$ cat src/rtl/ps2_cmd_ctrl_if.sv
// Signal bundle between the PS/2 command sequencer and its surroundings:
// requests, receiver bytes, transmitter handshake, forwarded keycodes and status.
interface ps2_cmd_ctrl_if;
    logic       init_req;
    logic       led_req;
    logic [2:0] led_state;
    logic       rx_en;
    logic [7:0] rx_data;
    logic [7:0] tx_data;
    logic       tx_en;
    logic       tx_done;
    logic       key_en;
    logic [7:0] key_data;
    logic       busy;
    logic       cmd_ok;
    logic       cmd_fail;

    modport master (
        input  init_req, led_req, led_state, rx_en, rx_data, tx_done,
        output tx_data, tx_en, key_en, key_data, busy, cmd_ok, cmd_fail
    );

    modport slave (
        output init_req, led_req, led_state, rx_en, rx_data, tx_done,
        input  tx_data, tx_en, key_en, key_data, busy, cmd_ok, cmd_fail
    );
endinterface

$ cat src/rtl/ps2_cmd_ctrl.sv
// Host-to-keyboard command sequencer: sends FF / ED,xx, consumes FA/FE/FC/AA
// replies with timeout and whole-command retry, and forwards all other bytes.
module ps2_cmd_ctrl #(
    parameter int TIMEOUT_CYC = 2_500_000,
    parameter int MAX_RETRY   = 3,
    parameter int CNT_W       = 22
) (
    input  logic           clk,
    input  logic           reset,
    ps2_cmd_ctrl_if.master bus
);

    localparam int RW = (MAX_RETRY < 1) ? 1 : $clog2(MAX_RETRY + 1);
    localparam logic [CNT_W-1:0] CNT_LAST  = CNT_W'(TIMEOUT_CYC - 1);
    localparam logic [RW-1:0]    RETRY_MAX = RW'(MAX_RETRY);

    typedef enum logic [2:0] {
        IDLE, SEND, WAIT_TX, WAIT_ACK, WAIT_BAT, DONE, FAIL
    } state_t;

    state_t           state;
    logic             is_init;
    logic             byte_idx;
    logic             led_pend;
    logic [2:0]       led_val;
    logic [2:0]       pend_val;
    logic [RW-1:0]    retry;
    logic [CNT_W-1:0] cnt;

    logic [7:0] cur_byte;
    logic       consume;
    logic       fail_evt;
    logic       last_byte;

    always_comb begin
        cur_byte  = is_init ? 8'hFF : (byte_idx ? {5'b0, led_val} : 8'hED);
        last_byte = is_init || byte_idx;
        consume   = 1'b0;
        if (bus.rx_en) begin
            if (state == WAIT_ACK)
                consume = (bus.rx_data == 8'hFA) || (bus.rx_data == 8'hFE) ||
                          (bus.rx_data == 8'hFC);
            else if (state == WAIT_BAT)
                consume = (bus.rx_data == 8'hAA) || (bus.rx_data == 8'hFC);
        end
        // A byte in the same cycle as the timeout takes precedence; >= keeps
        // the timeout alive if a non-reply byte masked the exact match.
        fail_evt = 1'b0;
        if (state == WAIT_ACK || state == WAIT_BAT)
            fail_evt = bus.rx_en ? (consume && bus.rx_data == 8'hFC) : (cnt >= CNT_LAST);
    end

    always_ff @(posedge clk) begin
        if (reset) begin
            state        <= IDLE;
            is_init      <= 1'b0;
            byte_idx     <= 1'b0;
            led_pend     <= 1'b0;
            led_val      <= '0;
            pend_val     <= '0;
            retry        <= '0;
            cnt          <= '0;
            bus.tx_data  <= '0;
            bus.tx_en    <= 1'b0;
            bus.key_en   <= 1'b0;
            bus.key_data <= '0;
            bus.busy     <= 1'b0;
            bus.cmd_ok   <= 1'b0;
            bus.cmd_fail <= 1'b0;
        end else begin
            bus.tx_en    <= 1'b0;
            bus.cmd_ok   <= 1'b0;
            bus.cmd_fail <= 1'b0;
            bus.key_en   <= bus.rx_en && !consume;
            if (bus.rx_en && !consume)
                bus.key_data <= bus.rx_data;
            if (bus.busy && bus.led_req) begin
                led_pend <= 1'b1;
                pend_val <= bus.led_state;
            end

            case (state)
                IDLE: begin
                    if (bus.init_req || bus.led_req || led_pend) begin
                        is_init  <= bus.init_req;
                        led_val  <= bus.led_req ? bus.led_state : pend_val;
                        byte_idx <= 1'b0;
                        retry    <= '0;
                        led_pend <= 1'b0;
                        bus.busy <= 1'b1;
                        state    <= SEND;
                    end
                end
                SEND: begin
                    bus.tx_en   <= 1'b1;
                    bus.tx_data <= cur_byte;
                    state       <= WAIT_TX;
                end
                WAIT_TX: begin
                    if (bus.tx_done) begin
                        cnt   <= '0;
                        state <= WAIT_ACK;
                    end
                end
                WAIT_ACK, WAIT_BAT: begin
                    cnt <= cnt + 1'b1;
                    if (fail_evt) begin
                        if (retry < RETRY_MAX) begin
                            retry    <= retry + 1'b1;
                            byte_idx <= 1'b0;
                            state    <= SEND;
                        end else begin
                            state <= FAIL;
                        end
                    end else if (state == WAIT_BAT) begin
                        if (bus.rx_en && bus.rx_data == 8'hAA)
                            state <= DONE;
                    end else if (bus.rx_en && bus.rx_data == 8'hFA) begin
                        if (!last_byte) begin
                            byte_idx <= 1'b1;
                            state    <= SEND;
                        end else if (is_init) begin
                            cnt   <= '0;
                            state <= WAIT_BAT;
                        end else begin
                            state <= DONE;
                        end
                    end else if (bus.rx_en && bus.rx_data == 8'hFE) begin
                        state <= SEND;
                    end
                end
                DONE: begin
                    bus.cmd_ok <= 1'b1;
                    bus.busy   <= 1'b0;
                    state      <= IDLE;
                end
                FAIL: begin
                    bus.cmd_fail <= 1'b1;
                    bus.busy     <= 1'b0;
                    state        <= IDLE;
                end
                default: begin
                    bus.busy <= 1'b0;
                    state    <= IDLE;
                end
            endcase
        end
    end

endmodule

$ cat src/flat_wrapper.sv
// flat-port wrapper written by rule: the top's interface ports become plain ports
module ps2_cmd_ctrl_flat 
#(
    parameter int TIMEOUT_CYC = 2_500_000,
    parameter int MAX_RETRY   = 3,
    parameter int CNT_W       = 22
)
  (clk, reset, bus_init_req, bus_led_req, bus_led_state, bus_rx_en, bus_rx_data, bus_tx_done, bus_tx_data, bus_tx_en, bus_key_en, bus_key_data, bus_busy, bus_cmd_ok, bus_cmd_fail);
  ps2_cmd_ctrl_if bus_i ();
  input  logic clk;
  input  logic reset;
  input wire logic [$bits(bus_i.init_req)-1:0] bus_init_req;
  input wire logic [$bits(bus_i.led_req)-1:0] bus_led_req;
  input wire logic [$bits(bus_i.led_state)-1:0] bus_led_state;
  input wire logic [$bits(bus_i.rx_en)-1:0] bus_rx_en;
  input wire logic [$bits(bus_i.rx_data)-1:0] bus_rx_data;
  input wire logic [$bits(bus_i.tx_done)-1:0] bus_tx_done;
  output wire logic [$bits(bus_i.tx_data)-1:0] bus_tx_data;
  output wire logic [$bits(bus_i.tx_en)-1:0] bus_tx_en;
  output wire logic [$bits(bus_i.key_en)-1:0] bus_key_en;
  output wire logic [$bits(bus_i.key_data)-1:0] bus_key_data;
  output wire logic [$bits(bus_i.busy)-1:0] bus_busy;
  output wire logic [$bits(bus_i.cmd_ok)-1:0] bus_cmd_ok;
  output wire logic [$bits(bus_i.cmd_fail)-1:0] bus_cmd_fail;
  assign bus_i.init_req = bus_init_req;
  assign bus_i.led_req = bus_led_req;
  assign bus_i.led_state = bus_led_state;
  assign bus_i.rx_en = bus_rx_en;
  assign bus_i.rx_data = bus_rx_data;
  assign bus_i.tx_done = bus_tx_done;
  assign bus_tx_data = bus_i.tx_data;
  assign bus_tx_en = bus_i.tx_en;
  assign bus_key_en = bus_i.key_en;
  assign bus_key_data = bus_i.key_data;
  assign bus_busy = bus_i.busy;
  assign bus_cmd_ok = bus_i.cmd_ok;
  assign bus_cmd_fail = bus_i.cmd_fail;
  ps2_cmd_ctrl #(.TIMEOUT_CYC(TIMEOUT_CYC), .MAX_RETRY(MAX_RETRY), .CNT_W(CNT_W)) u_core (.clk(clk), .reset(reset), .bus(bus_i));
endmodule
$ cat config.mk
export PLATFORM = sky130hd
export DESIGN_NAME = ps2_cmd_ctrl_flat
export DESIGN_NICKNAME = d
export VERILOG_FILES = /design/src/rtl/ps2_cmd_ctrl_if.sv /design/src/rtl/ps2_cmd_ctrl.sv /design/src/flat_wrapper.sv
export SDC_FILE = /design/constraint.sdc
export NUM_CORES = 1
export LEC_CHECK = 0
export ABC_AREA = 1
export BUFFER_PORTS_ARGS = -buffer_cell sky130_fd_sc_hd__clkbuf_2
export CAP_MARGIN = 40
export CORE_UTILIZATION = 40
export CTS_CLUSTER_DIAMETER = 50
export DETAILED_ROUTE_END_ITERATION = 8
export PLACE_DENSITY = 0.64
export SLEW_MARGIN = 20
export SYNTH_ARGS = -nofsm -noshare
export SYNTH_HDL_FRONTEND = slang
export SYNTH_SLANG_ARGS = --single-unit
$ cat constraint.sdc
create_clock -name clk -period 4.1 [get_ports clk]
set_input_delay 0 -clock clk [delete_from_list [all_inputs] [get_ports clk]]
set_output_delay 0 -clock clk [all_outputs]
set_load 0.005 [all_outputs]
==> results.md, run 1 <==
- Clock root buffer: clkbuf_8
- Io pins: 38
- Antenna Cells: 0
- Post-DP HPWL: between 4 and 5 mm
- 1st-iter DRT viols: approximately 200
- CP startpoint kind: register
- Routability Congestion: roughly 0.88
- Congestion Overflow GR: 0
- Setup TNS: 0 ps
- Period Utilization, post-route: 0.498
- Crit Path Class: reg2reg
- Relative slew slack: 0.522
- Synth Instances: between 400 and 500
- Switching power: 0.440 mW
- Yosys top cell by area: dfxtp_1
- Clock buffer count from CTS: 5
- Seq/Total Area, Yosys: 0.374
- H-tree depth: 2
- Vias in the first global route: roughly 2600
- Leakage: around 1.4 nW
- Post-place setup slack: between 2000 and 2500 ps
- Clock latency on the worst-skew pair: 330 ps
- RSZ-0062 raised after global routing: false
- Worst IR Drop VDD: between 0.2 and 0.3 mV
- Rows: 30
- CTS sink count: 54
- Synth top area share: 0.374
- Vias per cell: ~5
- Outcome: complete, no violations
- #FFs+latches synth: 54
- Combinational Power Share: 0.252
- Most frequent cells in the layout: nand2_1, dfxtp_1, nand3_1, a21oi_1, inv_1
- Most common cell after layout, fill and taps aside: nand2_1
- Pin count of the biggest net entering global routing: 39
- # setup viols final: 0
- Wirelength, routed: 7.01 mm
- Post-synth top flop: dfxtp_1
- Synth Warn #: 0
- Clock transition at path regs: around 120 ps
- Starting Density: 0.421
- Actual slew at the worst max-slew pin: 712 ps
- Initial antenna violation count: 0
- Worst min-delay path class: in2reg
- Fraction of layout cells with a size suffix above 1: 0.150
- Syn Std Cell Area: around 2900 µm²
- Multi-input logic area: between 1500 and 2000 µm²
- # DRC: 0
- Reg area: about 1100 µm²
- Post-layout util: 0.491
- Skew final: between 15 and 20 ps
- Layout area overhead: 16.8%
- Fin crit period: between 2000 and 2500 ps
- Syn_nets: 447
- First-pass GRT wire length: between 10 and 15 mm
- Arr. time, crit path: 2300 ps
- Clock tree buffer depth: 2
- Slew Viols, Final: 0
- Port buffer count: 37
- Critical path endpoint category: register
- Async S/R FF share, synth: 0
- Clock power share: 0.259
- Final ANT Viol Nets: 0
- Slack of the critical path: between 2000 and 2500 ps
- Drt first pass iters: 4
- Reg power frac: 0.489
- Worst-path fanout max: 24
- Flop-to-flop setup slack: around 2100 ps
- FMAX: 490 MHz
- Synth cell types: 40
- Maxcap violations: 0
- Hold Slack: ~15 ps
- Pwr Density: between 300 and 400 nW/µm²
- Die X: slightly below 90 µm
- CTS tree: done
- Syn_area_per_cell: 6.75 µm²
- GRT Overall Usage: 0.196
- Via count: 2904
- Switch share: 0.350
- Wire per inst: approximately 12 µm
- Layout Nets: between 400 and 500
- Core area: 6870 µm²
- Final hold viol count: 0
- Filler cell count: a little over 700
- Die Area: 7570 µm²
- Die Height: between 80 and 90 µm
- Top post-synthesis cells by area: dfxtp_1, nand2_1, nand3_1, a21oi_1, inv_1
- Post-synth EDFFs: 0
- Required @ worst endpoint: approximately 4400 ps
- Post-CTS Setup Bufs: 0
- Internal power: ~0.82 mW
critical path: stages, from the launching register on:
cell	delay, ps
dfxtp_1	380
nor2_2	190
nand2_4	130
nand2_8	120
inv_4	70
a31oi_4	560
o21ai_0	210
nand2_1	110
nand2_1	70
a22oi_1	150
power by group through the flow:
stage | logic (mW) | registers [mW] | clock network (mW)
after detailed placement | 0.305 | 0.626 | 0
final | 0.316 | 0.614 | 0.325
after floorplan | 0.222 | 0.620 | 0
after global routing | 0.354 | 0.620 | 0.352
after global placement | 0.301 | 0.625 | 0
after CTS | 0.315 | 0.614 | 0.332
final timing paths:
path / cells after the start / end / start
min reg2reg: 2 / u_core.bus.key_data[3] / u_core.bus.key_data[3]
min: 3 / u_core.pend_val[0] / bus_led_req
max: 9 / u_core.cnt[17] / u_core.state[1]
max reg2reg: 9 / u_core.cnt[17] / u_core.state[1]
state kept, by name, summed over array words and instances (netlist names):
name,cells
u_core.bus.cmd_fail,1
u_core.cnt,22
u_core.state,3
u_core.led_val,3
u_core.led_pend,1
u_core.pend_val,3
u_core.bus.tx_en,1
u_core.is_init,1
u_core.bus.key_data,8
u_core.retry,2
u_core.bus.cmd_ok,1
u_core.bus.busy,1
u_core.bus.tx_data,5
u_core.byte_idx,1
u_core.bus.key_en,1
cell usage after synthesis, drive strengths merged (2+ instances only):
cell,number
nor4,3
or2,3
nor2,45
nand4,6
o21a,2
a31oi,5
inv,45
o311ai,2
nand3b,2
a211oi,2
nand2,112
nor3,11
ha,2
a21oi,45
dfxtp,54
buf,6
nand3,45
o21ai,25
clkbuf,7
layer usage:
layer / vias to the layer above / GRT usage / share of wire
li1: 1511 / - / -
met1: 1324 / 0.258 / 0.47
met2: 58 / 0.323 / 0.48
met3: 11 / 0.0313 / 0.033
met4: 0 / 0.0682 / 0.019
met5: - / 0 / 0
through the flow:
stage / instance area, µm² / std cells / total power [mW]
floorplan: 2890 / 428 / 0.842
global placement: 3130 / 548 / 0.926
detailed placement: 3130 / 548 / 0.931
CTS: 3340 / 568 / 1.26
global route: 3370 / 570 / 1.33
finish: 3370 / 570 / 1.26
timing repair:
action,4_1_cts,5_1_grt
hold buffers,12,1
gates resized for setup,0,0
endpoints found under the hold margin,15,1
cell type report:
cell class	instances	area share
inverter	45	0.0508
tap	96	0.0356
multi-input combinational	316	0.466
clock inverter	3	0.00779
clock buffer	5	0.0204
sequential	54	0.320
timing repair buffer	51	0.0994
cells by family (layout without fill, tap and decap cells):
| group | after synthesis | after routing | share of synthesized area |
|---|---|---|---|
| adders and majority gates | 2 | 2 | 0.00866 |
| xor gates and xnor gates | 1 | 1 | 0.00303 |
| buffers and inverters | 58 | 104 | 0.0823 |
| DFF | 54 | 54 | 0.374 |
| and+or+nand+nor | 229 | 229 | 0.359 |
| AOI/OAI and AO/OA | 84 | 84 | 0.173 |
Power figures use the tool's default switching activity.
==> run 2, diff against run 1 <==
Settings changed: ABC_AREA 1 to 0, PLACE_DENSITY 0.64 to 0.67.
Clock period 4.1 ns to 1.78 ns, I/O delays scaled along.
==> run 2 against run 1 <==
Compared with the run above:
- the run now ends with negative setup slack left
- first-iteration DRC count fell by 56%
- register-to-register slack got worse by 2100 ps
- count of clock-buffer cells in the layout unchanged
- via count decreased by 12%
- critical endpoint is now u_core.retry[0]
- largest cell class unchanged
- largest power group unchanged
==> results.md, run 2 <==
- FMAX: 539 MHz (+10%)
- Outcome: finished, violations left
- H-tree depth: 2 (unchanged)
- Die X: 82.8 µm (-4.8%)
- Filler cell count: 587 (-17%)
- Die Area: 6860 µm² (-9.4%)
- Vias in the first global route: 2291 (-12%)
- Congestion Overflow GR: 0 (unchanged)
- Worst-path fanout max: 3 (-88%)
- Post-place setup slack: -171 ps (-2250 ps)
- Synth Instances: 318 (-26%)
- Placed cells: 459 (-16%)
- Post-synth EDFFs: 0 (unchanged)
- CP startpoint kind: register
- Max FFs per register: 22 (unchanged)
- Vias per cell: 5.31 (+4.1%)
- # setup viols final: 8 (+8)
- Maxcap violations: 0 (unchanged)
- First-pass GRT wire length: 9.95 mm (-16%)
- Slew Viols, Final: 0 (unchanged)
- Syn_nets: 337 (-25%)
- Slack of the critical path: -75.1 ps (-2140 ps)
- Switching power: 0.666 mW (+52%)
- GRT Overall Usage: 0.184 (-0.0112)
- Post-DP HPWL: 4.45 mm (-9.8%)
- Most common cell in the netlist: dfxtp_1
- Most common cell after layout, fill and taps aside: dfxtp_1
- Internal power: 1.89 mW (+130%)
- Die Height: 82.8 µm (-4.8%)
- Drt first pass iters: 5 (+1)
- #FFs+latches synth: 54 (unchanged)
- Layout Nets: 425 (-14%)
- Synth top area share: 0.414 (+0.0398)
- Crit Path Class: reg2reg
- Most flops, register: u_core.cnt
- Required @ worst endpoint: 2040 ps (-2320 ps)
- Pin count of the biggest net entering global routing: 25 (-36%)
- Final ANT Viol Nets: 0 (unchanged)
- Fin crit period: 1860 ps (-185 ps)
- Post-layout util: 0.562 (+0.0708)
- Syn Std Cell Area: 2610 µm² (-9.6%)
- Clock buffer count from CTS: 5 (unchanged)
- Rows: 29 (-3.3%)
- Yosys top cell by area: dfxtp_1
- CTS sink count: 54 (unchanged)
- Io pins: 38 (unchanged)
- Worst min-delay path class: in2reg
- Actual slew at the worst max-slew pin: 346 ps (-366 ps)
- Critical path endpoint category: register
- CTS tree: done
- Leakage: 1.47 nW (+7.5%)
- Failing checks: negative setup slack
- Clock power share: 0.323 (+0.064)
- Top post-synthesis cells by area: dfxtp_1, nor2_1, mux2i_1, o21ai_0, nand2_1
- Syn_area_per_cell: 8.21 µm² (+22%)
- Final Power: 2.56 mW (+100%)
- 1st-iter DRT viols: 86 (-56%)
- Layout area overhead: 35.8%
- Most frequent cells in the layout: dfxtp_1, buf_4, nor2_1, clkbuf_2, nand2_1
- Relative slew slack: 0.770 (+0.248)
- Arr. time, crit path: 2110 ps (-190 ps)
- Reg area: 1090 µm² (+0.93%)
- Initial antenna violation count: 0 (unchanged)
- Clock tree buffer depth: 2 (unchanged)
- Clock root buffer: clkbuf_8
- Synth Warn #: 0 (unchanged)
- Synth cell types: 55 (+38%)
- Switch share: 0.260 (-0.0901)
- Post-synth top flop: dfxtp_1
- Setup TNS: -323 ps (-323 ps)
- Multi-input logic area: 1540 µm² (-2.2%)
- Worst IR Drop VDD: 0.562 mV (+94%)
- Top Registers: u_core.cnt x22, u_core.bus.key_data x8, u_core.bus.tx_data x5
- Clock transition at path regs: 100 ps (-20 ps)
- Period Utilization, post-route: 1.04 (+0.545)
- Commonest cells in the netlist: dfxtp_1, nor2_1, nand2_1
- Wirelength, routed: 6.20 mm (-12%)
- Fraction of layout cells with a size suffix above 1: 0.314 (+0.165)
- # DRC: 0 (unchanged)
- Pwr Density: 722 nW/µm² (+94%)
- Starting Density: 0.414 (-0.00699)
- Wire per inst: 12.8 µm (+4.1%)
- Clock latency on the worst-skew pair: 300 ps (-30 ps)
- Async S/R FF share, synth: 0 (unchanged)
- Port buffer count: 37 (unchanged)
- Non-filler cells, final: 484 (-15%)
- RSZ-0062 raised after global routing: true
- Routability Congestion: 0.835 (-4.7%)
- Core area: 6310 µm² (-8.1%)
- Combinational Power Share: 0.168 (-0.084)
- Skew final: 8.62 ps (-9.92 ps)
- Via count: 2568 (-12%)
- Final hold viol count: 0 (unchanged)
- Seq/Total Area, Yosys: 0.414 (+0.0398)
- Antenna Cells: 0 (unchanged)
- Reg power frac: 0.509 (+0.020)
run 2: final timing paths:
path,to,from,slack (ps),depth (start not counted)
worst max register to register,u_core.retry[0],u_core.state[0],-80,5
worst max-delay path,u_core.retry[0],u_core.state[0],-80,5
worst min register to register,u_core.bus.key_data[0],u_core.bus.key_data[0],460,2
worst min-delay path,u_core.bus.key_data[6],bus_rx_data[6],20,3
run 2: per-layer routing:
metal,track usage,wire length [µm]
met2,0.330,3080
met1,0.235,2960
met3,0.0273,127
met4,0.0328,34
met5,0,0
run 2: through the flow:
| stage | hold WS (ps) | instance area, µm² |
|---|---|---|
| after global routing | 46.4 | 3550 |
| after detailed placement | 260 | 3160 |
| after floorplan | 136 | 2630 |
| after CTS | 8.13 | 3420 |
| final | 17.4 | 3550 |
| after global placement | 251 | 3160 |
run 2: final cells by class:
type,count,share of cell area
Tap cell,77,0.0272
Clock buffer,5,0.0194
Clock inverter,3,0.0127
Sequential cell,54,0.308
Timing Repair Buffer,97,0.195
Multi-Input combinational cell,243,0.433
Inverter,5,0.00529
run 2: timing repair:
item | 4_1_cts | 5_1_grt
hold buffers | 10 | 0
setup endpoints to repair | 14 | 32
cloned | 0 | 2
pin swaps | 4 | 7
hold endpoints to repair | 10 | 0
buffers inserted | 1 | 4
resized for setup | 7 | 25
run 2: critical path, stage by stage, from the launching register on:
cell	delay (ps)
dfxtp_2	340
or3b_4	390
and2_4	150
or4_4	550
mux2_4	320
nor2_2	60
run 2: kinds of logic after synthesis:
logic type | count (synthesis) | share of synthesized area
AOI/OAI and AO/OA | 78 | 0.181
xor gates and xnor gates | 6 | 0.0201
adders and majority gates | 2 | 0.00958
buffers and inverters | 21 | 0.0379
DFF | 54 | 0.414
muxes | 16 | 0.0632
and+or+nand+nor | 141 | 0.275
run 2: power groups by stage:
stage / Combinational [mW] / Clock [mW] / Sequential (mW)
after CTS: 0.405 / 0.846 / 1.30
after floorplan: 0.231 / 0 / 1.33
final: 0.431 / 0.827 / 1.30
after global routing: 0.479 / 0.881 / 1.31
after global placement: 0.374 / 0 / 1.33
after detailed placement: 0.385 / 0 / 1.33
==> run 3, diff against run 2 <==
Settings changed: RECOVER_POWER set to 25.
==> run 3 against run 2 <==
Compared with the run above:
- the run still ends with negative setup slack left
- via count increased by 0.12%
- core utilization decreased by 0.16 points
- sequential power about the same
- power decreased by 0.15%
- setup slack about the same
- worst hold slack improved by 1.8 ps
- non-clock buffer count unchanged
- global-route usage unchanged
- sequential cell count unchanged
- die area unchanged
- largest cell class unchanged
- largest power group unchanged
==> results.md, run 3 (synthesis results as in run 2) <==
- Drt first pass iters: 5 (unchanged)
- Io pins: 38 (unchanged)
- Die Height: 82.8 µm (unchanged)
- Antenna Cells: 0 (unchanged)
- Layout area overhead: 35.5%
- Maxcap violations: 0 (unchanged)
- Fin crit period: 1860 ps (-0.00530 ps)
- Critical path endpoint category: register
- Wire per inst: 12.8 µm (+0.15%)
- Clock latency on the worst-skew pair: 300 ps (about the same)
- Setup TNS: -327 ps (-4.28 ps)
- Final ANT Viol Nets: 0 (unchanged)
- Non-filler cells, final: 484 (unchanged)
- First-pass GRT wire length: 9.95 mm (unchanged)
- Post-DP HPWL: 4.45 mm (unchanged)
- Final Power: 2.56 mW (-0.15%)
- Slack of the critical path: -75.1 ps (+0.00530 ps)
- Most common cell after layout, fill and taps aside: dfxtp_1
- Placed cells: 459 (unchanged)
- # DRC: 0 (unchanged)
- Crit-path cells: or3b_4, and2_4, or4_4, mux2_4, nor2_2
- Die X: 82.8 µm (unchanged)
- Worst min-delay path class: in2reg
- H-tree depth: 2 (unchanged)
- Top Registers: u_core.cnt x22, u_core.bus.key_data x8, u_core.bus.tx_data x5
- Failing checks: negative setup slack
- Crit Path Class: reg2reg
- Clock transition at path regs: 100 ps (about the same)
- Pwr Density: 723 nW/µm² (+0.14%)
- Most flops, register: u_core.cnt
- Most frequent cells in the layout: dfxtp_1, buf_4, nor2_1, nand2_1, clkbuf_2
- Pin count of the biggest net entering global routing: 25 (unchanged)
- CP max stage cell: or4_4
- FMAX: 539 MHz (about the same)
- CP startpoint kind: register
- Relative slew slack: 0.770 (unchanged)
- Clock buffer count from CTS: 5 (unchanged)
- Flop-to-flop setup slack: -80 ps (about the same)
- Congestion Overflow GR: 0 (unchanged)
- Starting Density: 0.414 (unchanged)
- GRT Overall Usage: 0.184 (unchanged)
- Initial antenna violation count: 0 (unchanged)
- Period Utilization, post-route: 1.04 (about the same)
- Slew Viols, Final: 0 (unchanged)
- RSZ-0062 raised after global routing: true
- Max FFs per register: 22 (unchanged)
- Port buffer count: 37 (unchanged)
- Worst IR Drop VDD: 0.562 mV (about the same)
- Wirelength, routed: 6.21 mm (+0.15%)
- Clock tree buffer depth: 2 (unchanged)
- CTS sink count: 54 (unchanged)
- Vias in the first global route: 2291 (unchanged)
- Fraction of layout cells with a size suffix above 1: 0.295 (-0.0197)
- Filler cell count: 594 (+1.2%)
- Via count: 2571 (+0.12%)
- Clock root buffer: clkbuf_8
- Skew final: 8.52 ps (-0.0995 ps)
- Actual slew at the worst max-slew pin: 346 ps (unchanged)
- Final hold viol count: 0 (unchanged)
- Layout Nets: 425 (unchanged)
- CTS tree: done
- # setup viols final: 8 (unchanged)
- 1st-iter DRT viols: 87 (+1.2%)
- Rows: 29 (unchanged)
- Outcome: finished, violations left
- Delay of the slowest critical-path stage: 550 ps (about the same)
- Die Area: 6860 µm² (unchanged)
- Leakage: 1.45 nW (-1.8%)
- Required @ worst endpoint: 2040 ps (about the same)
- Worst-path fanout max: 3 (unchanged)
- Routability Congestion: 0.835 (unchanged)
- Core area: 6310 µm² (unchanged)
- Arr. time, crit path: 2110 ps (about the same)
- Vias per cell: 5.31 (+0.12%)
## run 3: where the power goes
part           internal [mW]  leakage, nW  switching (mW)
registers               1.26        0.443          0.0377
clock network          0.419       0.0504           0.407
logic                  0.208        0.952           0.220
## run 3: worst paths after layout
check                                            start                endpoint  depth (start not counted)
worst max-delay path                   u_core.state[0]         u_core.retry[0]                          5
worst min-delay path                    bus_rx_data[6]  u_core.bus.key_data[6]                          3
worst max register to register         u_core.state[0]         u_core.retry[0]                          5
worst min register to register  u_core.bus.key_data[0]  u_core.bus.key_data[0]                          2
## run 3: area by class of cell
type | count | area (µm²) | share of cell area
clock buffers | 5 | 68.8 | 0.0195
clock inverters | 3 | 45.0 | 0.0127
inverters | 5 | 18.8 | 0.00531
multi-input cells | 243 | 1540 | 0.434
flip-flops and latches | 54 | 1090 | 0.308
well taps | 77 | 96.3 | 0.0272
repair buffers | 97 | 682 | 0.193
## run 3: critical path: cells and delay by family (launching register included)
family        cells  cell delay, ps
flops             1             340
mux               1             320
simple gates      4            1150
## run 3: layer usage
metal / GRT usage / part of all wire / up-vias
met2: 0.330 / 0.50 / 40
met1: 0.235 / 0.47 / 1210
li1: - / - / 1317
met5: 0 / 0 / -
met3: 0.0273 / 0.024 / 4
met4: 0.0328 / 0.0055 / 0
## run 3: timing repair
action | 4_1_cts | 5_1_grt
endpoints found under the hold margin | 10 | 0
hold buffers | 10 | 0
setup buffers | 1 | 4
pin swaps | 4 | 7
setup endpoints to repair | 14 | 32
gates resized for setup | 7 | 25
gates cloned | 0 | 2
## run 3: per-stage QoR
step	utilization	cell area [µm²]	worst slack, ps	hold slack [ps]
after detailed placement	0.501	3160	-171	260
after floorplan	-	2630	-110	136
after global placement	0.500	3160	-138	251
after global routing	0.560	3540	-136	46.4
final	0.560	3540	-75.1	19.2
after CTS	0.541	3420	-62.4	8.13
